==> src/rtl/arm_dmem_pkg.sv <==
// Shared MMIO offsets, register bit positions and address-region type for the
// ARM data-memory responder.
package arm_dmem_pkg;

    localparam logic [7:0] OFF_CYCLE  = 8'h00;
    localparam logic [7:0] OFF_TCMP   = 8'h04;
    localparam logic [7:0] OFF_TSTAT  = 8'h08;
    localparam logic [7:0] OFF_TXDATA = 8'h0C;
    localparam logic [7:0] OFF_TXSTAT = 8'h10;

    localparam int TSTAT_MATCH  = 0;
    localparam int TSTAT_EN     = 1;
    localparam int TXSTAT_FULL  = 0;
    localparam int TXSTAT_EMPTY = 1;
    localparam int TXSTAT_OVF   = 2;

    typedef enum logic [1:0] {
        REG_RAM,
        REG_MMIO,
        REG_NONE
    } region_e;

endpackage

==> src/rtl/arm_tx_fifo.sv <==
// Synchronous byte FIFO for the TX path: registered occupancy, head visible on
// dout while non-empty, zero while empty.
module arm_tx_fifo #(
    parameter int unsigned FIFO_DEPTH = 8
) (
    input  logic                         clk,
    input  logic                         reset_n,
    input  logic                         push,
    input  logic [7:0]                   din,
    input  logic                         pop,
    output logic [7:0]                   dout,
    output logic                         full,
    output logic                         empty,
    output logic [$clog2(FIFO_DEPTH):0]  count
);
    localparam int PW = $clog2(FIFO_DEPTH);
    localparam int CW = PW + 1;

    logic [7:0]    mem [FIFO_DEPTH];
    logic [PW-1:0] wr_ptr;
    logic [PW-1:0] rd_ptr;
    logic          pop_ok;
    logic          accept;

    assign full   = (count == CW'(FIFO_DEPTH));
    assign empty  = (count == '0);
    assign pop_ok = pop && !empty;
    // A full FIFO still takes a byte when the head leaves on the same edge.
    assign accept = push && (!full || pop_ok);

    always_ff @(posedge clk) begin
        if (accept) mem[wr_ptr] <= din;
    end

    always_ff @(posedge clk or negedge reset_n) begin
        if (!reset_n) begin
            wr_ptr <= '0;
            rd_ptr <= '0;
            count  <= '0;
        end else begin
            if (accept) wr_ptr <= wr_ptr + PW'(1);
            if (pop_ok) rd_ptr <= rd_ptr + PW'(1);
            if (accept && !pop_ok)      count <= count + CW'(1);
            else if (pop_ok && !accept) count <= count - CW'(1);
        end
    end

    assign dout = empty ? 8'h00 : mem[rd_ptr];

endmodule

==> src/rtl/arm_dmem_responder.sv <==
// Data-memory responder: word RAM, cycle counter, compare timer and TX FIFO.
// Define ARM_DMEM_TIMER_EN to build the TCMP/TSTAT timer and irq.
module arm_dmem_responder
    import arm_dmem_pkg::*;
#(
    parameter int unsigned RAM_WORDS  = 64,
    parameter int unsigned FIFO_DEPTH = 8,
    parameter logic [31:0] MMIO_BASE  = 32'hFFFF_0000
) (
    input  logic        clk,
    input  logic        reset_n,
    input  logic        MemWriteM,
    input  logic [31:0] ALUOutM,
    input  logic [31:0] WriteDataM,
    output logic [31:0] ReadDataM,
    output logic        tx_valid,
    output logic [7:0]  tx_data,
    input  logic        tx_ready,
    output logic        irq
);
    localparam int          AW        = $clog2(RAM_WORDS);
    localparam int          CW        = $clog2(FIFO_DEPTH) + 1;
    localparam logic [31:0] RAM_BYTES = 32'(RAM_WORDS * 4);

    region_e       region;
    logic [7:0]    offset;
    logic [AW-1:0] ram_idx;
    logic          mmio_wr;
    logic [31:0]   ram [RAM_WORDS];
    logic [31:0]   cycle;
    logic [31:0]   tcmp_rd;
    logic [31:0]   tstat_rd;
    logic [31:0]   txstat;
    logic          fifo_push;
    logic          fifo_pop;
    logic          fifo_full;
    logic          fifo_empty;
    logic [CW-1:0] fifo_count;
    logic          ovf;

    always_comb begin
        if (ALUOutM < RAM_BYTES)                     region = REG_RAM;
        else if (ALUOutM[31:16] == MMIO_BASE[31:16]) region = REG_MMIO;
        else                                         region = REG_NONE;
    end

    assign offset  = ALUOutM[7:0];
    assign ram_idx = ALUOutM[AW+1:2];
    assign mmio_wr = MemWriteM && (region == REG_MMIO);

    // RAM contents deliberately survive reset.
    always_ff @(posedge clk) begin
        if (MemWriteM && (region == REG_RAM)) ram[ram_idx] <= WriteDataM;
    end

    always_ff @(posedge clk or negedge reset_n) begin
        if (!reset_n) cycle <= '0;
        else          cycle <= cycle + 32'd1;
    end

`ifdef ARM_DMEM_TIMER_EN
    logic [31:0] tcmp;
    logic        match;
    logic        en;

    // A compare hit on the same edge as a MATCH clear keeps MATCH set.
    always_ff @(posedge clk or negedge reset_n) begin
        if (!reset_n) begin
            tcmp  <= '0;
            match <= 1'b0;
            en    <= 1'b0;
        end else begin
            if (mmio_wr && offset == OFF_TCMP) tcmp <= WriteDataM;
            if (en && cycle == tcmp)
                match <= 1'b1;
            else if (mmio_wr && offset == OFF_TSTAT && WriteDataM[TSTAT_MATCH])
                match <= 1'b0;
            if (mmio_wr && offset == OFF_TSTAT) en <= WriteDataM[TSTAT_EN];
        end
    end

    always_comb begin
        tstat_rd              = '0;
        tstat_rd[TSTAT_MATCH] = match;
        tstat_rd[TSTAT_EN]    = en;
    end
    assign tcmp_rd = tcmp;
    assign irq     = match & en;
`else
    assign tcmp_rd  = '0;
    assign tstat_rd = '0;
    assign irq      = 1'b0;
`endif

    assign fifo_push = mmio_wr && (offset == OFF_TXDATA);
    assign fifo_pop  = tx_valid && tx_ready;
    assign tx_valid  = !fifo_empty;

    arm_tx_fifo #(
        .FIFO_DEPTH(FIFO_DEPTH)
    ) u_fifo (
        .clk    (clk),
        .reset_n(reset_n),
        .push   (fifo_push),
        .din    (WriteDataM[7:0]),
        .pop    (fifo_pop),
        .dout   (tx_data),
        .full   (fifo_full),
        .empty  (fifo_empty),
        .count  (fifo_count)
    );

    always_ff @(posedge clk or negedge reset_n) begin
        if (!reset_n)
            ovf <= 1'b0;
        else if (fifo_push && fifo_full && !fifo_pop)
            ovf <= 1'b1;
        else if (mmio_wr && offset == OFF_TXSTAT && WriteDataM[TXSTAT_OVF])
            ovf <= 1'b0;
    end

    always_comb begin
        txstat               = '0;
        txstat[TXSTAT_FULL]  = fifo_full;
        txstat[TXSTAT_EMPTY] = fifo_empty;
        txstat[TXSTAT_OVF]   = ovf;
        txstat[15:8]         = 8'(fifo_count);
    end

    always_comb begin
        ReadDataM = '0;
        case (region)
            REG_RAM: ReadDataM = ram[ram_idx];
            REG_MMIO: begin
                case (offset)
                    OFF_CYCLE:  ReadDataM = cycle;
                    OFF_TCMP:   ReadDataM = tcmp_rd;
                    OFF_TSTAT:  ReadDataM = tstat_rd;
                    OFF_TXSTAT: ReadDataM = txstat;
                    default:    ReadDataM = '0;
                endcase
            end
            default: ReadDataM = '0;
        endcase
    end

endmodule

==> config.mk <==
export PLATFORM = sky130hd
export DESIGN_NAME = arm_dmem_responder
export DESIGN_NICKNAME = d
export VERILOG_FILES = /design/src/rtl/arm_dmem_pkg.sv /design/src/rtl/arm_tx_fifo.sv /design/src/rtl/arm_dmem_responder.sv
export SDC_FILE = /design/constraint.sdc
export NUM_CORES = 2
export LEC_CHECK = 0
export BUFFER_PORTS_ARGS = -buffer_cell sky130_fd_sc_hd__buf_4
export CAP_MARGIN = 15
export CELL_PAD_IN_SITES_DETAIL_PLACEMENT = 1
export CELL_PAD_IN_SITES_GLOBAL_PLACEMENT = 1
export CORE_MARGIN = 4
export CORE_UTILIZATION = 30
export CTS_BUF_LIST = sky130_fd_sc_hd__clkbuf_16
export CTS_CLUSTER_DIAMETER = 150
export DETAILED_ROUTE_END_ITERATION = 12
export GPL_ROUTABILITY_DRIVEN = 1
export PLACE_DENSITY = 0.49
export SETUP_SLACK_MARGIN = 0.02
export SLEW_MARGIN = 20
export SYNTH_ARGS = -nofsm -noshare
export SYNTH_HDL_FRONTEND = slang
export SYNTH_SLANG_ARGS = --single-unit
==> constraint.sdc <==
create_clock -name clk -period 2.8 [get_ports clk]
set_input_delay 0.28 -clock clk [delete_from_list [all_inputs] [get_ports clk]]
set_output_delay 0.28 -clock clk [all_outputs]
set_load 0.01 [all_outputs]
==> qor.yml <==
drt_pre_antenna_iters: 6
detail_route.iter0.violations: 6479
grt_first_pass_wirelength_mm: 466
timing.critical_path.to_type: "output port"
synthToLayoutAreaGrowth_pct: 26.9
count_of_distinct_cell_types_in_the_synthesized_netlist: 88
timing.critical_path.cells: "mux4_2, a22o_4, a211oi_4, buf_4, o211ai_1, a2111oi_4, o21ai_4, buf_6, buf_6"
tritoncts_num_sinks: 2155
cts.path.max_buffers: 3
slew-limit-headroom_pct: 26.4
final_gp_congestion: 0.851
die_area_mm2: 0.288
yosysWarnings: 0
critPathArrivalTime_ns: 3.66
antenna_violating_nets_post_route: 0
drive_above_1_share_pct: 34.8
yosys.area.top_type: "edfxtp_1"
pins_over_their_slew_limit: 0
worst_slew_pin_slew_ns: 1.10
syn-cell-area_mm2: 0.0840
clock_tree.root_cell: "clkbuf_16"
num_rows: 193
initial_core_util_pct: 30.3
hpwlAfterDp_mm: 229
synth_nets: 4573
chipHeight_um: 537
design.core.area_mm2: 0.277
final-setup-viol-count: 32
netlist_instances: 4498
timing.hold.worst.class: "input pin to flop"
critical_path_peak_fanout: 1
cts-htree-levels: 4
cell_internal_pwr_uw: 53100
synth_seq_cells: 2155
path_clk_slew_ns: 0.06
route.detailed.wl_per_inst_um: 37.4
synth_area_per_cell_um2: 18.7
post-place-ws_ns: -1.22
crit_slowest_cell: "mux4_2"
powerDensity_mw_per_mm2: 651
worstSkewPairLatency_ns: 0.91
power.combinational.fraction_pct: 6.6
failed_checks: "negative setup slack"
finish.net_count: 5484
drt-vias-per-instance: 5.49
run_status: "finished, violations left"
layout.cells.most_common_list: "2112 x edfxtp_1, 663 x buf_4, 257 x o22ai_1"
mostFrequentLayoutCell: "edfxtp_1"
finalCritPeriodShare_pct: 141
unrepaired_setup_endpoints_after_global_routing: "yes"
io_pins: 110
cts_made_buffers: 227
fin_worst_setup_slack_ns: -1.14
route.final.wire_length_mm: 348
crit_path_buf_inv_count: 3
synth-edff-count: 2112
antenna_found_initial: 20
async_set_reset_flop_share_out_of_synthesis_pct: 2.00
post-synth-top-area-fraction_pct: 75.5
clock_tree_from_tritoncts: "done"
global_route.overflow_total: 0
synth_flop_cell: "edfxtp_1"
crit_top_cell: "buf_6"
reg2reg_setup_slack_ns: 0.30
clock_power_share_pct: 42.3
critical_path.max_stage_delay_ns: 0.50
timing.critical_path.required_ns: 2.52
globalRouteTotalUtil_pct: 23.6
hold_viol: 0
max_freq_mhz: 254
route.vias.total: 51100
sw_frac_of_total_pct: 23.4
worst-setup-path-type: "flop to output port"
critical_path.top_delay_family: "compound AO/OA/AOI/OAI gates"
crit_path_start_kind: "flop"
worst_clock_skew_ns: 0.0258
post-route-drc-count: 0
power_frac_seq_pct: 51.1
irDropWorstVdd_uv: 710
numPortBuffers: 108
ys_seq_area_share_pct: 76.8
largest_net_degree_at_the_start_of_global_routing: 73
max_cap_viol_count: 0
final.min_clock_period_ns: 3.94
grt_pass1_vias: 51300
netlist_top_cells_area: "edfxtp_1 76%, mux4_2 4.7%, mux2_2 2.3%"
cellLeakagePower_uw: 0.0349
p_switching_uw: 16200
final.setup.tns_ns: -13.94
die_x_um: 537
-- through the flow --
stage	hold WS, ns	cell area (µm²)	instances	total power (µW)	util [%]
final	0.0528	107000	9307	69300	38.4
after global routing	0.0464	107000	9302	71300	38.4
after CTS	0.00991	106000	9291	69800	38.2
after detailed placement	0.338	97100	8857	40400	35.0
after global placement	0.330	97000	8856	40300	35.0
after floorplan	-0.0156	84200	4498	37700	-
-- power by group through the flow --
stage	combinational, µW	clock (µW)	sequential [µW]
floorplan	1640	0	36100
global placement	4240	0	36100
detailed placement	4270	0	36100
CTS	4490	29900	35400
global route	4740	31200	35400
finish	4590	29300	35400
-- cells by family after synthesis --
family	synth area share, %
AOI/OAI and AO/OA	7.89
and+or+nand+nor	2.76
muxes	9.53
adders and majority gates	0.113
buffers and inverters	2.49
DFF	76.8
other	0.00447
xor gates and xnor gates	0.396
-- state kept, by name, indices dropped and copies added (netlist names) --
register       cells
ovf                1
u_fifo.mem        64
u_fifo.rd_ptr      3
cycle             32
u_fifo.wr_ptr      3
u_fifo.count       4
ram             2048
-- path summary, 6_finish.rpt --
check                                  from                to  cells past startpoint
max reg2reg                 u_fifo.count[2]   u_fifo.count[3]                     12
min                           WriteDataM[0]        ram[29][0]                      1
min reg2reg                u_fifo.wr_ptr[2]  u_fifo.wr_ptr[2]                      1
max                             ram[15][11]     ReadDataM[11]                      9
min in group asynchronous           reset_n   u_fifo.count[0]                      4
max in group asynchronous           reset_n         cycle[26]                      4
-- metal layers --
| metal | global-route usage (%) | up-vias | wire [µm] |
|---|---|---|---|
| met5 | 0 | - | 13 |
| met4 | 5.96 | 2 | 8970 |
| met3 | 4.25 | 440 | 28300 |
| met2 | 38.2 | 2391 | 165000 |
| met1 | 33.1 | 27800 | 146000 |
| li1 | - | 20500 | - |
-- worst register-to-register path, stage by stage, from the launching register on --
cell and delay, ns:
dfrtp_1 0.45, nor3_1 0.30, nand2_1 0.10, nor2_1 0.22
nor3_2 0.11, ha_1 0.22, inv_1 0.07, ha_1 0.22
a21o_1 0.18, a21oi_1 0.17, xnor2_1 0.13, nor2_1 0.07
xor2_1 0.14
-- final cells by class --
type                            count  area, µm²
Antenna cell                        9       22.5
Inverter                           10       50.0
Timing Repair Buffer              983      10600
Sequential cell                  2155      64500
Clock buffer                      227       5680
Fill cell                       27000     171000
Clock inverter                    186       1470
Multi-Input combinational cell   2032      19600
Tap cell                         3705       4640
-- Yosys cell counts, drive strengths merged, types with 17 or more instances --
cell type / n
edfxtp: 2112
o22ai: 285
buf: 233
mux2i: 192
nor2: 183
mux4: 181
mux2: 176
a21oi: 133
o221ai: 133
nand2: 130
o21ai: 122
clkbuf: 68
a22oi: 46
dfrtp: 43
a211oi: 34
nand3: 27
nor3: 27
xnor2: 27
a22o: 24
a221oi: 23
nor2b: 20
nor4: 18
o22a: 17
-- repair_timing --
item | 4_1_cts | 5_1_grt
hold buffers | 28 | 0
resized for setup | 322 | 90
endpoints found under the hold margin | 679 | 0
cloned | 3 | 1
pin swaps | 108 | 71
endpoints found under the setup margin | 40 | 40
buffers inserted | 12 | 11
No activity file was read; power rests on OpenSTA's default activity.
